File: src/rtl/obi_mem_port_arbiter.sv
// Round-robin arbiter sharing one OBI memory port between instruction and data requesters.
// An ID FIFO routes in-order responses back to whichever requester issued them.
module obi_mem_port_arbiter #(
    parameter int MAX_OUTSTANDING = 2,
    parameter int ADDR_WIDTH      = 32
) (
    input  logic                                   clk_i,
    input  logic                                   rst_ni,
    input  logic                                   instr_req_i,
    input  logic [ADDR_WIDTH-1:0]                  instr_addr_i,
    output logic                                   instr_gnt_o,
    output logic                                   instr_rvalid_o,
    output logic [31:0]                            instr_rdata_o,
    input  logic                                   data_req_i,
    input  logic [ADDR_WIDTH-1:0]                  data_addr_i,
    input  logic                                   data_we_i,
    input  logic [3:0]                             data_be_i,
    input  logic [31:0]                            data_wdata_i,
    output logic                                   data_gnt_o,
    output logic                                   data_rvalid_o,
    output logic [31:0]                            data_rdata_o,
    output logic                                   m_req_o,
    output logic [ADDR_WIDTH-1:0]                  m_addr_o,
    output logic                                   m_we_o,
    output logic [3:0]                             m_be_o,
    output logic [31:0]                            m_wdata_o,
    input  logic                                   m_gnt_i,
    input  logic                                   m_rvalid_i,
    input  logic [31:0]                            m_rdata_i,
    output logic [$clog2(MAX_OUTSTANDING+1)-1:0]   outstanding_o,
    output logic                                   err_o
);

    // state         | meaning
    // ST_OPEN       | no pending address phase; selection follows requests and priority
    // ST_HOLD_INSTR | instr request waiting for grant; selection pinned to instr
    // ST_HOLD_DATA  | data request waiting for grant; selection pinned to data

    localparam int CW = $clog2(MAX_OUTSTANDING + 1);
    localparam int PW = (MAX_OUTSTANDING > 1) ? $clog2(MAX_OUTSTANDING) : 1;
    localparam logic [CW-1:0] MAX_CNT  = CW'(MAX_OUTSTANDING);
    localparam logic [PW-1:0] LAST_PTR = PW'(MAX_OUTSTANDING - 1);

    typedef enum logic {
        REQ_INSTR = 1'b0,
        REQ_DATA  = 1'b1
    } req_id_e;

    typedef enum logic [1:0] {
        ST_OPEN       = 2'd0,
        ST_HOLD_INSTR = 2'd1,
        ST_HOLD_DATA  = 2'd2
    } lock_state_e;

    lock_state_e state_q, state_d;
    req_id_e     prio_q, prio_d;
    req_id_e     sel;

    logic [MAX_OUTSTANDING-1:0] fifo_q;
    logic [PW-1:0]              head_q, tail_q;
    logic [CW-1:0]              cnt_q, cnt_d;
    logic                       err_q;

    logic sel_req;
    logic m_req;
    logic accept;
    logic resp_ok;
    logic head_is_data;

    function automatic logic [PW-1:0] ptr_inc(input logic [PW-1:0] p);
        return (p == LAST_PTR) ? '0 : p + PW'(1);
    endfunction

    always_comb begin
        sel = prio_q;
        case (state_q)
            ST_HOLD_INSTR: sel = REQ_INSTR;
            ST_HOLD_DATA:  sel = REQ_DATA;
            default: begin
                if (instr_req_i && !data_req_i) begin
                    sel = REQ_INSTR;
                end else if (data_req_i && !instr_req_i) begin
                    sel = REQ_DATA;
                end
            end
        endcase
    end

    assign sel_req      = (sel == REQ_DATA) ? data_req_i : instr_req_i;
    assign m_req        = rst_ni & sel_req & (cnt_q < MAX_CNT);
    assign accept       = m_req & m_gnt_i;
    assign resp_ok      = rst_ni & m_rvalid_i & (cnt_q != '0);
    assign head_is_data = fifo_q[head_q];

    always_comb begin
        state_d = state_q;
        prio_d  = prio_q;
        if (accept) begin
            state_d = ST_OPEN;
            prio_d  = (sel == REQ_DATA) ? REQ_INSTR : REQ_DATA;
        end else if (m_req) begin
            state_d = (sel == REQ_DATA) ? ST_HOLD_DATA : ST_HOLD_INSTR;
        end
    end

    always_ff @(posedge clk_i) begin
        if (!rst_ni) begin
            state_q <= ST_OPEN;
            prio_q  <= REQ_INSTR;
        end else begin
            state_q <= state_d;
            prio_q  <= prio_d;
        end
    end

    always_comb begin
        cnt_d = cnt_q;
        case ({accept, resp_ok})
            2'b10:   cnt_d = cnt_q + CW'(1);
            2'b01:   cnt_d = cnt_q - CW'(1);
            default: cnt_d = cnt_q;
        endcase
    end

    // A response with nothing outstanding is a protocol violation; it stays flagged until reset.
    always_ff @(posedge clk_i) begin
        if (!rst_ni) begin
            fifo_q <= '0;
            head_q <= '0;
            tail_q <= '0;
            cnt_q  <= '0;
            err_q  <= 1'b0;
        end else begin
            if (accept) begin
                fifo_q[tail_q] <= (sel == REQ_DATA);
                tail_q         <= ptr_inc(tail_q);
            end
            if (resp_ok) begin
                head_q <= ptr_inc(head_q);
            end
            cnt_q <= cnt_d;
            if (m_rvalid_i && (cnt_q == '0)) begin
                err_q <= 1'b1;
            end
        end
    end

    assign m_req_o   = m_req;
    assign m_addr_o  = (sel == REQ_DATA) ? data_addr_i : instr_addr_i;
    assign m_we_o    = (sel == REQ_DATA) & data_we_i;
    assign m_be_o    = (sel == REQ_DATA) ? data_be_i : 4'hF;
    assign m_wdata_o = (sel == REQ_DATA) ? data_wdata_i : 32'h0;

    assign instr_gnt_o    = accept & (sel == REQ_INSTR);
    assign data_gnt_o     = accept & (sel == REQ_DATA);
    assign instr_rvalid_o = resp_ok & ~head_is_data;
    assign data_rvalid_o  = resp_ok & head_is_data;
    assign instr_rdata_o  = m_rdata_i;
    assign data_rdata_o   = m_rdata_i;

    assign outstanding_o = cnt_q;
    assign err_o         = err_q;

endmodule

File: config.mk
export PLATFORM = sky130hd
export DESIGN_NAME = obi_mem_port_arbiter
export DESIGN_NICKNAME = d
export VERILOG_FILES = /design/src/rtl/obi_mem_port_arbiter.sv
export SDC_FILE = /design/constraint.sdc
export NUM_CORES = 1
export LEC_CHECK = 0
export BUFFER_PORTS_ARGS = -buffer_cell sky130_fd_sc_hd__buf_2
export CORE_AREA = 2 2 110 112
export DETAILED_ROUTE_END_ITERATION = 6
export DIE_AREA = 0 0 112 114
export SLEW_MARGIN = 20
export SYNTH_ARGS = -nofsm -noshare
export SYNTH_HDL_FRONTEND = slang
export SYNTH_SLANG_ARGS = --single-unit
export TNS_END_PERCENT = 5
File: constraint.sdc
create_clock -name clk_i -period 4.2 [get_ports clk_i]
set_clock_uncertainty 0.15 [all_clocks]
set_input_delay 0.63 -clock clk_i [delete_from_list [all_inputs] [get_ports clk_i]]
set_output_delay 0.63 -clock clk_i [all_outputs]
set_load 0.01 [all_outputs]
# --- Word-level counts from Yosys, hierarchy flattened ---
# Cells that the tools add are included.
totals:
  ff_bits: 10
  word_cells: 59
  ramBits: 0
  memories: 0
  latch_bits: 0
  output_inout_bits: 141
  mem_bits_ro: 0
op_classes:
  n_bitwise: 13
  reduce_logical: 10
  n_eq_ne: 4
  n_div: 0
  n_lt_le_gt_ge: 4
  n_shift: 0
  addsub: 4
  n_mul: 0
  mux: 17
op_table:
  columns: ["cell", "count"]
  rows:
  - ["32-bit 2-to-1 mux", 2]
  - ["1-bit AND", 10]
  - ["1-bit 2-to-1 mux", 9]
  - ["2-bit by 1-bit equality test with 1-bit output, second input constant", 2]
  - ["2-bit equality test, second input constant", 2]
  - ["1-bit logical AND", 4]
  - ["1-bit by 2-bit < comparator with 1-bit output, second input constant", 2]
  - ["4-bit 2-to-1 mux", 1]
  - ["2-bit case mux with 2 select lines", 1]
  - ["2-bit nonzero test", 2]
  - ["1-bit inverter", 3]
  - ["1-bit adder, second input constant", 2]
  - ["2-bit by 1-bit adder with 2-bit output, second input constant", 1]
  - ["2-bit bitwise mux", 1]
  - ["1-bit zero test", 2]
  - ["2-bit zero test", 1]
  - ["2-bit < comparator, second input constant", 1]
  - ["2-bit 2-to-1 mux", 1]
  - ["1-bit case mux with 2 select lines", 1]
  - ["2-bit OR reduction", 1]
  - ["2-bit by 1-bit subtractor with 2-bit output, second input constant", 1]
  - ["1-bit demux with 1-bit select", 1]
  - ["1-bit greater-or-equal comparator, second input constant", 1]

# --- Longest topological paths before layout ---
depth:
  word_depth: 11
  ltp_mapped: 9

# --- Least setup slack after synthesis ---
# No wires, ideal clock.
synth_timing:
  kind: "input port to output port"
  from: "in instr_req_i"
  to: "out m_addr_o[10]"
  t_arrival_ns: 1.626
  path_slack_ns: 1.794
  stages: 5
  cell_sequence: "inv_1 > o21ai_2 > o21ai_2 > buf_4 > mux2_2"
synth_via:
  elab_chain_cells: 6
  elab_cells_between_ends: 7
  cone_classes: "mux: 4; reduce/logical: 3"
synth_lines:
  columns: ["element", "line", "text"]
  rows:
  - ["from (decl)", "9", "input logic instr_req_i,"]
  - ["1-bit zero test", "82", "end else if (data_req_i && !instr_req_i) begin"]
  - ["1-bit logical AND", "82", null]
  - ["1-bit 2-to-1 mux", "82", null]
  - ["1-bit 2-to-1 mux (*)", "80", "if (instr_req_i && !data_req_i) begin"]
  - ["1-bit case mux with 2 select lines (*)", "76", "case (state_q)"]
  - ["32-bit 2-to-1 mux (*)", "149", "assign m_addr_o = (sel == REQ_DATA) ? data_addr_i : instr_addr_i;"]
  - ["to (decl)", "23", "output logic [ADDR_WIDTH-1:0] m_addr_o,"]
# Mark *: on every way between the ends. The rest lies on a longest branch, timed or not.

# --- Worst setup path in the final report ---
layout_timing:
  from: "reg state_q[0]"
  to: "out m_addr_o[18]"
layout_via:
  elab_chain_cells: 3
  elab_cells_between_ends: 4
  cone_classes: "eq/ne: 2; mux: 2"
layout_lines:
  columns: ["element", "line", "text"]
  rows:
  - ["from (decl)", "55", "lock_state_e state_q, state_d;"]
  - ["from (signal assigned)", "111", "state_q <= state_d;"]
  - ["2-bit equality test / 2-bit by 1-bit equality test with 1-bit output (equally long branches)", "76", null]
  - ["1-bit case mux with 2 select lines (*)", "76", null]
  - ["32-bit 2-to-1 mux (*)", "149", null]
# Marks and branches as above.

==> reports/summary.txt <==
Leakage = 1.27 nW
Syn avg cell area = 8.44 um2
Initial DRC Count = 34
Layout area overhead = 41.1%
Critical path's largest stage delay = 0.40 ns
Drt drc = 0
Remaining antenna violation count after routing = 0
Worst slack, placed = 1.39 ns
Netlist Area Pre-Place = 1670 um2
Clock latency on the worst-skew pair = 0.24 ns
Die Span X = 112 um
IO Pins = 280
Synth Instances = 198
Cell Pwr Density = 284 nW/um2
Final setup margin = 1.31 ns
Worst-margin pin slew = 0.402 ns
TritonCTS clock tree = done
Reg area = 200 um2
Pin count of the biggest net entering global routing = 38
Global-route wire length before repair = 7050 um
Number of synthesized flops with an enable pin = 0
Core Region = 11700 um2
Initial antenna violation count = 0
H-tree depth = 1
DRT Wirelength = 5400 um
Setup Fix Bufs, Post-CTS = 0
Setup TNS = 0 ns
GP Congestion = 0.717
Avg Vias per Cell = 3.61
Die height = 114 um
Grt ovf = 0
1st-pass router iterations = 4
Worst min-delay path category = flip-flop to flip-flop
CP startpoint kind = flip-flop
Final Hold Viols = 0
Critical path class = flip-flop to output port
Multi-input gate area = 931 um2
CTS hold repair buffers = 0
Endpoints failing setup = 0
WP data required = 3.42 ns
Clock sinks = 10
Root Buffer = clkbuf_16
VDD IR max = 0.164 mV
Layout cells sized above 1 = 73.0%
Via Count = 1669
Worst relative slew slack = 73.2%
Crit path DAT = 2.11 ns
CP Cell Sequence = inv_1 > ha_1 > o21ai_2 > o21ai_4 > buf_4 > mux2_2 > buf_2
Register area share after synthesis = 12.0%
IO buf count = 183
Total GRT Usage = 6.97%
Synth Net Count = 339
Status = finished, final reports clean
Slowest CP cell = mux2_2
Period utilisation layout = 68.8%
RSZ-0062 raised after global routing = no
TritonCTS Buffers = 3
Starting Density = 14.3%
CP Max Fanout = 35
Post-DR wirelength/cell = 11.7 um
Asr flop ratio synth = 0%
Die ar. = 12800 um2
F_max = 346 MHz
Critical Path End Type = output port
Top_reg_cell synth = dfxtp_1
Post-synth cell types = 33
Hpwl dp = 4700 um
Final min period = 2.89 ns
Synth warnings = 0
CTS clk-pin slew, worst paths = 0.04 ns
Yosys reg bits = 10
Post-CTS Resized = 0
Fin. max-slew vios = 0
N_diodes = 0
Filler cell count = 1338
Number of max-cap violations = 0
Clock Tree Buf Depth = 2
Vias in the first global route = 1441
Rows = 40
Final nets = 457
==> worst max-delay path: cells and delay by family (launching register included) <==
kind / cells / cell delay (ns)
buffers and inverters: 3 / 0.55
multiplexers: 1 / 0.40
flip-flops: 1 / 0.32
adder cells (fa/ha/maj): 1 / 0.32
AO/OA/AOI/OAI: 2 / 0.24
==> cells by family after synthesis <==
logic type	after synthesis	synth area share, %
buffers and inverters	78	32.7
xor gates and xnor gates	3	1.57
adders and majority gates	2	1.50
AOI/OAI and AO/OA	17	8.46
muxes	34	22.8
DFF	10	12.0
and+or+nand+nor	54	21.0
==> layout by cell type (no fill, tap or decap), drive strengths merged, types with 3 or more instances in the layout <==
cell type,count
mux2,32
dfxtp,10
and2,34
clkbuf,4
a21oi,3
nand2,3
buf,185
nor2,5
inv,6
o21ai,3
nand2b,5
==> synth_stat cells, drive strengths merged, types with 3 or more instances <==
cell type	number	area (um2)
a21oi	3	15.0
and2	34	213
buf	69	513
clkbuf	3	11.3
dfxtp	10	200
inv	6	22.5
mux2	32	360
nand2	3	18.8
nand2b	5	38.8
nor2	5	18.8
o21ai	3	22.5
==> flip-flops by register name, summed over array words and instances, names as in the netlist <==
name and count:
head_q 1, err_o 1, outstanding_o 2, fifo_q 2
prio_q 1, state_q 2, tail_q 1
==> report_power, final <==
| part | switching [mW] | internal [mW] |
|---|---|---|
| clock | 0.0441 | 0.143 |
| combinational | 0.177 | 0.190 |
| sequential | 0.00909 | 0.106 |
| total | 0.230 | 0.439 |
==> per-layer routing <==
layer | global-route usage [%] | routed length (um)
met2 | 12.0 | 2620
met4 | 3.17 | 152
met3 | 2.13 | 549
met1 | 7.97 | 2080
met5 | 0 | 0
==> path summary, 6_finish.rpt <==
path	start	to	slack, ns	cells after the start
min reg2reg	err_o$_SDFFE_PN0P_	err_o$_SDFFE_PN0P_	0.32	2
max reg2reg	state_q[0]$_SDFFE_PP0P_	outstanding_o[1]$_SDFFE_PN0P_	1.83	8
max	state_q[0]$_SDFFE_PP0P_	m_addr_o[18]	1.31	7
min	err_o$_SDFFE_PN0P_	err_o$_SDFFE_PN0P_	0.32	2
==> per-stage QoR <==
step	cells	hold WS, ns	utilization, %	power, mW	area, um2
2_1_floorplan	198	0.290	-	0.397	1670
3_3_place_gp	458	0.309	19.4	0.486	2270
3_5_place_dp	458	0.314	19.4	0.489	2270
4_1_cts	462	0.327	20.1	0.681	2360
5_1_grt	462	0.357	20.1	0.713	2360
6_report	462	0.321	20.1	0.669	2360
==> area by class of cell <==
type                       instances  share of cell area [%]
clock buffer                       4                    3.77
inverter                           6                   0.955
multi-input combinational        110                    39.5
sequential                        10                    8.49
tap                              147                    7.80
timing repair buffer             185                    39.5
No activity file was read; power rests on OpenSTA's default activity.
